File: src/rtl/memshare_grant_sched_pkg.sv
`default_nettype none
// +----------------------------------------------------------------------------+
// | memshare_pkg                                                               |
// | Shared types and helpers for the memory-share grant scheduler.             |
// | Rev 1.0                                                                    |
// +----------------------------------------------------------------------------+
package memshare_pkg;

  typedef enum logic [0:0] {
    ST_IDLE  = 1'b0,
    ST_SERVE = 1'b1
  } state_e;

  function automatic int clog2(input int value);
    int r;
    r = 0;
    for (int i = 0; i < 31; i++) begin
      if ((1 << i) < value) r = i + 1;
    end
    return r;
  endfunction

  function automatic int port_sel_width(input int port_num);
    return (clog2(port_num) < 1) ? 1 : clog2(port_num);
  endfunction

endpackage
`default_nettype wire

File: src/rtl/memshare_grant_sched_if.sv
`default_nettype none
// +----------------------------------------------------------------------------+
// | memshare_grant_sched_if                                                    |
// | Batch request / grant bundle between requestor side and scheduler.         |
// | Rev 1.0                                                                    |
// +----------------------------------------------------------------------------+
interface memshare_grant_sched_if #(
  parameter int SHARED_BANK_NUM = 5,
  parameter int PORT_NUM        = 2,
  parameter int ROUND_BITWIDTH  = 3
);
  localparam int PORT_SEL_BITWIDTH = memshare_pkg::port_sel_width(PORT_NUM);

  logic                                         rqst_valid_i;
  logic [SHARED_BANK_NUM-1:0]                   share_rqstFlag_i;
  logic                                         flush_i;
  logic                                         rqst_ready_o;
  logic                                         grant_valid_o;
  logic [SHARED_BANK_NUM-1:0]                   grant_o;
  logic [SHARED_BANK_NUM*PORT_SEL_BITWIDTH-1:0] port_sel_o;
  logic [ROUND_BITWIDTH-1:0]                    round_o;
  logic                                         endFlag_o;

  modport master (
    output rqst_valid_i, share_rqstFlag_i, flush_i,
    input  rqst_ready_o, grant_valid_o, grant_o, port_sel_o, round_o, endFlag_o
  );

  modport slave (
    input  rqst_valid_i, share_rqstFlag_i, flush_i,
    output rqst_ready_o, grant_valid_o, grant_o, port_sel_o, round_o, endFlag_o
  );
endinterface
`default_nettype wire

File: src/rtl/memshare_grant_sched_lowk_select.sv
`default_nettype none
// +----------------------------------------------------------------------------+
// | memshare_lowk_select                                                       |
// | Picks the lowest PORT_NUM set bits and ranks each pick as its port index.  |
// | Rev 1.0                                                                    |
// +----------------------------------------------------------------------------+
module memshare_lowk_select #(
  parameter int SHARED_BANK_NUM   = 5,
  parameter int PORT_NUM          = 2,
  parameter int PORT_SEL_BITWIDTH = 1
) (
  input  logic [SHARED_BANK_NUM-1:0]                   pending_i,
  output logic [SHARED_BANK_NUM-1:0]                   sel_o,
  output logic [SHARED_BANK_NUM*PORT_SEL_BITWIDTH-1:0] port_sel_o
);

  always_comb begin
    int unsigned cnt;
    cnt        = 0;
    sel_o      = '0;
    port_sel_o = '0;
    for (int i = 0; i < SHARED_BANK_NUM; i++) begin
      if (pending_i[i] && (cnt < PORT_NUM)) begin
        sel_o[i] = 1'b1;
        port_sel_o[i*PORT_SEL_BITWIDTH +: PORT_SEL_BITWIDTH] = cnt[PORT_SEL_BITWIDTH-1:0];
        cnt++;
      end
    end
  end

endmodule
`default_nettype wire

File: src/rtl/memshare_grant_sched.sv
`default_nettype none
// +----------------------------------------------------------------------------+
// | memshare_grant_sched                                                       |
// | Serialises one batch of share requests onto PORT_NUM ports per cycle.      |
// | Rev 1.0                                                                    |
// +----------------------------------------------------------------------------+
module memshare_grant_sched
  import memshare_pkg::*;
#(
  parameter int SHARED_BANK_NUM = 5,
  parameter int PORT_NUM        = 2,
  parameter int ROUND_BITWIDTH  = 3
) (
  input  logic                  sys_clk,
  input  logic                  rst,
  memshare_grant_sched_if.slave bus
);

  localparam int PORT_SEL_BITWIDTH = port_sel_width(PORT_NUM);
  localparam int PSW_TOTAL         = SHARED_BANK_NUM * PORT_SEL_BITWIDTH;

  state_e                      state_q, state_d;
  logic [SHARED_BANK_NUM-1:0]  pending_q, pending_d;
  logic [ROUND_BITWIDTH-1:0]   round_cnt_q, round_cnt_d;
  logic [SHARED_BANK_NUM-1:0]  grant_q, grant_d;
  logic                        grant_valid_q, grant_valid_d;
  logic [PSW_TOTAL-1:0]        port_sel_q, port_sel_d;
  logic [ROUND_BITWIDTH-1:0]   round_q, round_d;
  logic                        end_flag_q, end_flag_d;

  logic [SHARED_BANK_NUM-1:0]  sel;
  logic [PSW_TOTAL-1:0]        sel_port;
  logic                        last_grant;
  logic                        rqst_ready;
  logic                        accept;

  memshare_lowk_select #(
    .SHARED_BANK_NUM   (SHARED_BANK_NUM),
    .PORT_NUM          (PORT_NUM),
    .PORT_SEL_BITWIDTH (PORT_SEL_BITWIDTH)
  ) u_lowk_select (
    .pending_i  (pending_q),
    .sel_o      (sel),
    .port_sel_o (sel_port)
  );

  // Ready in the last serve cycle lets the next batch follow with no bubble.
  assign last_grant = ((pending_q & ~sel) == '0);
  assign rqst_ready = ~rst & ~bus.flush_i & ((state_q == ST_IDLE) | last_grant);
  assign accept     = bus.rqst_valid_i & rqst_ready;

  always_comb begin
    state_d       = state_q;
    pending_d     = pending_q;
    round_cnt_d   = round_cnt_q;
    grant_d       = '0;
    grant_valid_d = 1'b0;
    port_sel_d    = '0;
    round_d       = '0;
    end_flag_d    = 1'b0;
    if (bus.flush_i) begin
      state_d   = ST_IDLE;
      pending_d = '0;
    end else begin
      if (state_q == ST_SERVE) begin
        grant_d       = sel;
        grant_valid_d = |sel;
        port_sel_d    = sel_port;
        round_d       = round_cnt_q;
        pending_d     = pending_q & ~sel;
        round_cnt_d   = (round_cnt_q == {ROUND_BITWIDTH{1'b1}}) ? round_cnt_q
                        : round_cnt_q + ROUND_BITWIDTH'(1);
        if (last_grant) begin
          end_flag_d = 1'b1;
          state_d    = ST_IDLE;
        end
      end
      if (accept) begin
        pending_d   = bus.share_rqstFlag_i;
        round_cnt_d = '0;
        state_d     = ST_SERVE;
      end
    end
  end

  always_ff @(posedge sys_clk or posedge rst) begin
    if (rst) begin
      state_q       <= ST_IDLE;
      pending_q     <= '0;
      round_cnt_q   <= '0;
      grant_q       <= '0;
      grant_valid_q <= 1'b0;
      port_sel_q    <= '0;
      round_q       <= '0;
      end_flag_q    <= 1'b0;
    end else begin
      state_q       <= state_d;
      pending_q     <= pending_d;
      round_cnt_q   <= round_cnt_d;
      grant_q       <= grant_d;
      grant_valid_q <= grant_valid_d;
      port_sel_q    <= port_sel_d;
      round_q       <= round_d;
      end_flag_q    <= end_flag_d;
    end
  end

  assign bus.rqst_ready_o  = rqst_ready;
  assign bus.grant_valid_o = grant_valid_q;
  assign bus.grant_o       = grant_q;
  assign bus.port_sel_o    = port_sel_q;
  assign bus.round_o       = round_q;
  assign bus.endFlag_o     = end_flag_q;

endmodule
`default_nettype wire

File: src/flat_wrapper.sv
// flat-port wrapper written by rule: the top's interface ports become plain ports
module memshare_grant_sched_flat import memshare_pkg::*;
#(
  parameter int SHARED_BANK_NUM = 5,
  parameter int PORT_NUM        = 2,
  parameter int ROUND_BITWIDTH  = 3
)
  (sys_clk, rst, bus_rqst_valid_i, bus_share_rqstFlag_i, bus_flush_i, bus_rqst_ready_o, bus_grant_valid_o, bus_grant_o, bus_port_sel_o, bus_round_o, bus_endFlag_o);
  memshare_grant_sched_if #(.SHARED_BANK_NUM(SHARED_BANK_NUM), .PORT_NUM(PORT_NUM), .ROUND_BITWIDTH(ROUND_BITWIDTH)) bus_i ();
  input  logic sys_clk;
  input  logic rst;
  input wire logic [$bits(bus_i.rqst_valid_i)-1:0] bus_rqst_valid_i;
  input wire logic [$bits(bus_i.share_rqstFlag_i)-1:0] bus_share_rqstFlag_i;
  input wire logic [$bits(bus_i.flush_i)-1:0] bus_flush_i;
  output wire logic [$bits(bus_i.rqst_ready_o)-1:0] bus_rqst_ready_o;
  output wire logic [$bits(bus_i.grant_valid_o)-1:0] bus_grant_valid_o;
  output wire logic [$bits(bus_i.grant_o)-1:0] bus_grant_o;
  output wire logic [$bits(bus_i.port_sel_o)-1:0] bus_port_sel_o;
  output wire logic [$bits(bus_i.round_o)-1:0] bus_round_o;
  output wire logic [$bits(bus_i.endFlag_o)-1:0] bus_endFlag_o;
  assign bus_i.rqst_valid_i = bus_rqst_valid_i;
  assign bus_i.share_rqstFlag_i = bus_share_rqstFlag_i;
  assign bus_i.flush_i = bus_flush_i;
  assign bus_rqst_ready_o = bus_i.rqst_ready_o;
  assign bus_grant_valid_o = bus_i.grant_valid_o;
  assign bus_grant_o = bus_i.grant_o;
  assign bus_port_sel_o = bus_i.port_sel_o;
  assign bus_round_o = bus_i.round_o;
  assign bus_endFlag_o = bus_i.endFlag_o;
  memshare_grant_sched #(.SHARED_BANK_NUM(SHARED_BANK_NUM), .PORT_NUM(PORT_NUM), .ROUND_BITWIDTH(ROUND_BITWIDTH)) u_core (.sys_clk(sys_clk), .rst(rst), .bus(bus_i));
endmodule
File: config.mk
export PLATFORM = sky130hd
export DESIGN_NAME = memshare_grant_sched_flat
export DESIGN_NICKNAME = d
export VERILOG_FILES = /design/src/rtl/memshare_grant_sched_pkg.sv /design/src/rtl/memshare_grant_sched_if.sv /design/src/rtl/memshare_grant_sched_lowk_select.sv /design/src/rtl/memshare_grant_sched.sv /design/src/flat_wrapper.sv
export SDC_FILE = /design/constraint.sdc
export NUM_CORES = 1
export LEC_CHECK = 0
export CORE_MARGIN = 3
export CORE_UTILIZATION = 45
export DETAILED_ROUTE_END_ITERATION = 8
export PLACE_DENSITY = 0.86
export SYNTH_ARGS = -nofsm -noshare
export SYNTH_HDL_FRONTEND = slang
export SYNTH_HIERARCHICAL = 1
export SYNTH_SLANG_ARGS = --single-unit
File: constraint.sdc
create_clock -name sys_clk -period 3.6 [get_ports sys_clk]
set_input_delay 1.08 -clock sys_clk [delete_from_list [all_inputs] [get_ports sys_clk]]
set_output_delay 1.08 -clock sys_clk [all_outputs]
set_load 0.005 [all_outputs]
Word level (Yosys, flattened, before mapping)
Index checks and enable logic that the tools add are counted.
- add/sub/neg operators: 4
- magnitude comparators: 4
- equality and inequality tests: 2
- mux-type cells: 34
- bitwise logic cells: 9
- reductions and logical operators: 9
- operator list (cell ; count):
    32-bit by 2-bit less-than comparator with 1-bit output, second input constant ; 4
    32-bit by 1-bit adder with 32-bit output, second input constant ; 3
    32-bit 2-to-1 mux ; 3
    5-bit 2-to-1 mux ; 7
    1-bit 2-to-1 mux ; 19
    3-bit 2-to-1 mux ; 5
    5-bit AND ; 1
    5-bit zero test ; 1
    5-bit NOT ; 1
    5-bit OR reduction ; 1
    1-bit logical AND ; 4
    3-bit by 1-bit adder with 3-bit output, second input constant ; 1
    1-bit AND ; 3
    3-bit equality test, second input constant ; 1
    1-bit NOT ; 3
    3-bit AND reduction ; 1
    3-bit nonzero test ; 1
    2-bit by 1-bit != test with 1-bit output, second input constant ; 1
    2-bit nonzero test ; 1
    1-bit OR ; 1
- register bits: 24
- input bits: 9

Logic depth before layout (Yosys ltp)
Gate-level depths: netlist of the first run.
- depth after elaboration: 21
- mapped depth: 11

Modules after synthesis
Netlist of the first run, hierarchy kept.
- modules (own cells, without submodules) (module ; instances ; cells each ; area an instance (µm²) ; sequential area each (µm²)):
    memshare_grant_sched ; 1 ; 83 ; 1002.2 ; 600.6
    memshare_lowk_select ; 1 ; 22 ; 181.4 ; 0.0

Worst setup path before layout of the first run
No wires, ideal clock.
- path kind: register -> output
- start point: register u_core.pending_q[0]
- end point: output bus_rqst_ready_o
- arrival: 2531 ps
- data required time: 2520 ps
- slack: -11 ps
- stages on the path, launching flop included: 11
- path buffers: 0
- cell sequence: dfrtp_1 > ha_1 > nor2b_1 > ha_1 > ha_1 > o21ai_0 > and3_1 > inv_1 > a222oi_1 > a21oi_1 > nor3_1
- RTL lines (what ; line ; source):
    start: declaration ; memshare_grant_sched.sv:23 ; logic [SHARED_BANK_NUM-1:0] pending_q, pending_d;
    start signal: assignment ; memshare_grant_sched.sv:98 ; pending_q <= pending_d;
    1-bit 2-to-1 mux * ; memshare_grant_sched_lowk_select.sv:23 ; if (pending_i[i] && (cnt < PORT_NUM)) begin
    32-bit by 2-bit less-than comparator with 1-bit output ; memshare_grant_sched_lowk_select.sv:23 ;
    1-bit logical AND ; memshare_grant_sched_lowk_select.sv:23 ;
    32-bit 2-to-1 mux * ; memshare_grant_sched_lowk_select.sv:23 ;
    32-bit by 2-bit less-than comparator with 1-bit output * ; memshare_grant_sched_lowk_select.sv:23 ;
    1-bit logical AND * ; memshare_grant_sched_lowk_select.sv:23 ;
    1-bit 2-to-1 mux * ; memshare_grant_sched_lowk_select.sv:23 ;
    named net u_core.sel[2] ; memshare_grant_sched.sv:31 ; logic [SHARED_BANK_NUM-1:0] sel;
    5-bit NOT * ; memshare_grant_sched.sv:48 ; assign last_grant = ((pending_q & ~sel) == '0);
    5-bit AND * ; memshare_grant_sched.sv:48 ;
    5-bit zero test * ; memshare_grant_sched.sv:48 ;
    1-bit OR * ; memshare_grant_sched.sv:49 ; assign rqst_ready = ~rst & ~bus.flush_i & ((state_q == ST_IDLE) | last_grant);
    1-bit AND * ; memshare_grant_sched.sv:49 ;
    end: declaration ; flat_wrapper.sv:15 ; output wire logic [$bits(bus_i.rqst_ready_o)-1:0] bus_rqst_ready_o;
Mark *: on every way through the listed nets, which the timed path passes. The rest lies on a longest branch.

Final worst setup path of the first run
- start point: register u_core.pending_q[0]
- end point: output bus_rqst_ready_o
- word-level cells in the longest chain between the ends: 18
- ends and longest elaborated chain (what ; line):
    1-bit 2-to-1 mux * ; memshare_grant_sched_lowk_select.sv:23
    32-bit by 2-bit less-than comparator with 1-bit output ; memshare_grant_sched_lowk_select.sv:23
    1-bit logical AND ; memshare_grant_sched_lowk_select.sv:23
    32-bit 2-to-1 mux * ; memshare_grant_sched_lowk_select.sv:23
    32-bit by 2-bit less-than comparator with 1-bit output ; memshare_grant_sched_lowk_select.sv:23
    1-bit logical AND ; memshare_grant_sched_lowk_select.sv:23
    32-bit 2-to-1 mux * ; memshare_grant_sched_lowk_select.sv:23
    32-bit by 2-bit less-than comparator with 1-bit output ; memshare_grant_sched_lowk_select.sv:23
    (+3 left out) ; n/a
    1-bit logical AND * ; memshare_grant_sched_lowk_select.sv:23
    1-bit 2-to-1 mux * ; memshare_grant_sched_lowk_select.sv:23
    named net u_core.sel[4] ; memshare_grant_sched.sv:31
    5-bit NOT * ; memshare_grant_sched.sv:48
    5-bit AND * ; memshare_grant_sched.sv:48
    5-bit zero test * ; memshare_grant_sched.sv:48
    1-bit OR * ; memshare_grant_sched.sv:49
    1-bit AND * ; memshare_grant_sched.sv:49
Marked as above.

==> flow_metrics.env, run 1 <==
export IMPL_outcome="finished with violations"
export IMPL_violations="setup timing"
export IMPL_synth_seq_cells=24
export IMPL_dieArea_um2=3282
export IMPL_gp_congestion=0.8672
export IMPL_initial_utilization_pct=50.13
export IMPL_io_pins=25
export IMPL_reg2reg_to="u_core/state_q"
export IMPL_grt_max_degree=25
export IMPL_slowest_delay_ps=490
export IMPL_most_common_layout_cells="23 x clkdlybuf4s50_1, 22 x dfrtp_1, 18 x buf_4"
export IMPL_vias=897
export IMPL_worst_slack_ps=-334.0
export IMPL_grt_pass1_wl_um=4029
export IMPL_skew_ps=1.412
export IMPL_clockBufferDepth=2
export IMPL_avgRoutedWirePerCell_um=14.32
export IMPL_combPwrFrac_pct=28.2
export IMPL_hold_path_end="u_core/bus.round_o[2]"
export IMPL_arrival_ps=2850
export IMPL_end_kind="primary output"
export IMPL_max_slew_margin_rel_pct=42.55
export IMPL_dpl_cell_area_um2=1530
export IMPL_worst_setup_path_start_kind="register"
export IMPL_min_period_ps=3934
export IMPL_root_buffer="clkbuf_4"
export IMPL_reg2reg_from="u_core/pending_q[0]"
export IMPL_fp_coreArea_um2=2361
export IMPL_whs_ps=547.8
export IMPL_multi_input_area_um2=608.1
export IMPL_cts_sinks=24
export IMPL_drt_total_wl_um=2506
export IMPL_antenna_cells=0
export IMPL_crit_type="register to primary output"
export IMPL_pre_cts_ws_ps=-471.8
export IMPL_hold_path_depth=1
export IMPL_hold_path_class="register to register"
export IMPL_power_density_nw_per_um2=366.1
export IMPL_antenna_found_initial=0
export IMPL_ff2ff_path_depth=13
export IMPL_vias_per_cell=5.126
export IMPL_power_total_uw=621.6
export IMPL_grt_ovfl_total=0
export IMPL_mappedNetlistArea_um2=1184
export IMPL_synth_seq_area_share_pct=50.74
export IMPL_p_int_uw=446.9
export IMPL_cp_required_ps=2520
export IMPL_tritoncts="yes"
export IMPL_maxCapViolCount=0
export IMPL_die_y_um=57.29
export IMPL_clock_fmax_mhz=254.2
export IMPL_setup_viol=1
export IMPL_drv_slew=0
export IMPL_clk_pin_slew_ps=120
export IMPL_rows=17
export IMPL_slowest_stage="dfrtp_2"
export IMPL_ctsHoldBuffers=0
export IMPL_avgSynthCellArea_um2=11.27
export IMPL_die_x_um=57.29
export IMPL_crit_fanout=5
export IMPL_cellLeakagePower_uw=0.0007769
export IMPL_worstSkewPairLatency_ps=320
export IMPL_max_vdd_ir_drop_mv=0.2740
export IMPL_power_switching_uw=174.7
export IMPL_finalCritPeriodShare_pct=109.3
export IMPL_port_buffers=24
export IMPL_synthesis_nets=122
export IMPL_cpMostUsedCell="ha_4"
export IMPL_hold_path_startpoint="u_core/round_cnt_q[2]"
export IMPL_nets=165
export IMPL_synth_warnings=6
export IMPL_rrSetupSlack_ps=830
export IMPL_sw_frac_of_total_pct=28.10
export IMPL_seq_power_share_pct=48.9
export IMPL_area_delta_synth_final_pct=43.45
export IMPL_stdcell_area_um2=1698
export IMPL_ff_latch_area_um2=603.1
export IMPL_drt_iter0_drc=18
export IMPL_dr_pass1_iters=4
export IMPL_crit_chain="ha_4, or2b_4, nand2_2, o21ai_4, ha_4, o21ai_2, and3_4, inv_2, a222oi_1, a21oi_1, nor3_1, buf_2"
export IMPL_n_fill_cell=167
export IMPL_clockPowerShare_pct=22.9
export IMPL_cts_made_buffers=3
export IMPL_hold_violations=0
export IMPL_h_tree_depth=1
export IMPL_post_dp_hpwl_um=1678
export IMPL_drive_gt1_share_pct=34.01
export IMPL_tightest_slew_ps=860.8
export IMPL_grt_pass1_vias=898
export IMPL_drtAntennaViolNets=0
export IMPL_synthDistinctLibCells=30
export IMPL_synthCells=105
export IMPL_grt_use_total_pct=15.86
export IMPL_final_common_cell="clkdlybuf4s50_1"
export IMPL_rsz0062_at_grt="true"
export IMPL_drc=0
[worst max-delay path by stage]
stage / slack, ps / from / to / cells after the start
6_report: -330 / u_core/pending_q[0] / bus_rqst_ready_o / 12
5_1_grt: -410 / u_core/pending_q[0] / bus_rqst_ready_o / 11
4_1_cts: -340 / u_core/pending_q[0] / bus_rqst_ready_o / 11
3_5_place_dp: -470 / u_core/pending_q[0] / bus_rqst_ready_o / 11
3_3_place_gp: -350 / u_core/pending_q[0] / bus_rqst_ready_o / 11
2_1_floorplan: 20 / u_core/pending_q[0] / bus_rqst_ready_o / 10
[per-stage QoR]
| step | util [%] | setup TNS [ps] | instances |
|---|---|---|---|
| after global placement | 64.81 | -347.1 | 166 |
| after global routing | 71.91 | -414.2 | 175 |
| final | 71.91 | -334.0 | 175 |
| after CTS | 69.53 | -340.8 | 173 |
| after detailed placement | 64.81 | -471.8 | 166 |
| after floorplan | - | 0 | 105 |
[logic make-up after synthesis]
logic type | share of synthesized area, %
fa+ha+maj | 8.457
other cells | 0.3168
buf+inv | 6.025
flops | 50.74
compound gates | 10.25
simple gates | 16.81
mux | 6.660
xor+xnor | 0.7401
[flip-flops by register name (all words and copies together) (netlist names)]
signal / flops
u_core/bus.grant_o: 5
u_core/bus.grant_valid_o: 1
u_core/round_cnt_q: 3
u_core/bus.endFlag_o: 1
u_core/state_q: 1
u_core/bus.round_o: 3
u_core/bus.port_sel_o: 5
u_core/pending_q: 5
[what timing repair did]
item	in CTS	in global routing
pin swaps	8	6
hold endpoints to repair	0	0
endpoints found under the setup margin	1	1
setup buffers	3	2
resized for setup	16	9
[cell usage after synthesis]
master / number / area (um2)
buf_4: 3 / 22.52
conb_1: 1 / 3.750
ha_1: 8 / 100.1
a21oi_2: 1 / 8.760
nor2b_1: 2 / 12.51
clkbuf_1: 1 / 3.750
inv_1: 11 / 41.29
a211oi_1: 3 / 22.52
o21ba_2: 1 / 10.01
nor2_1: 3 / 11.26
and2_1: 12 / 75.07
or2b_1: 1 / 7.510
and3_1: 2 / 12.51
a2bb2oi_2: 1 / 15.01
a221oi_2: 1 / 15.01
or3b_1: 2 / 17.52
dfrtp_1: 24 / 600.6
nand2_1: 1 / 3.750
and4_1: 1 / 8.760
xor2_1: 1 / 8.760
a21oi_1: 1 / 5.000
nor4b_1: 1 / 8.760
a222oi_1: 1 / 10.01
inv_2: 1 / 3.750
o21ai_0: 4 / 20.02
mux2_2: 7 / 78.83
a22oi_1: 1 / 7.510
nor4_1: 1 / 6.260
a21boi_0: 1 / 7.510
nor3_1: 7 / 35.03
[power groups by stage]
| stage | sequential, uW | clock (uW) | combinational, uW |
|---|---|---|---|
| 2_1_floorplan | 304 | 0 | 77.9 |
| 3_3_place_gp | 304 | 0 | 128 |
| 3_5_place_dp | 306 | 0 | 138 |
| 4_1_cts | 301 | 143 | 165 |
| 5_1_grt | 307 | 152 | 191 |
| 6_report | 304 | 142 | 175 |
[worst max-delay path, delay by kind of cell (launching register included)]
family / cells / cell delay (ps)
AND/OR/NAND/NOR: 4 / 760
adder cells (fa/ha/maj): 2 / 390
buffers and inverters: 2 / 180
flip-flops: 1 / 490
AO/OA/AOI/OAI: 4 / 700
[cell type report]
cell class	count	share of cell area [%]
multi-input cells	65	35.81
flip-flops and latches	24	35.52
clock buffers	4	2.137
repair buffers	42	21.81
inverters	12	2.653
well taps	28	2.063
[metal layers]
metal | wire length, um | track usage [%] | share of wire, %
met1 | 1117 | 19.60 | 45
met5 | 0 | 0 | 0
met4 | 50 | 7.616 | 2.0
met3 | 112 | 2.489 | 4.5
met2 | 1225 | 26.92 | 49
Power figures use the tool's default switching activity.
==> run 2: changes to the inputs <==
- CTS_CLUSTER_SIZE: unset -> 8
==> results of run 2 <==
No change in the layout: final DEF, timing and power equal those of run 1.
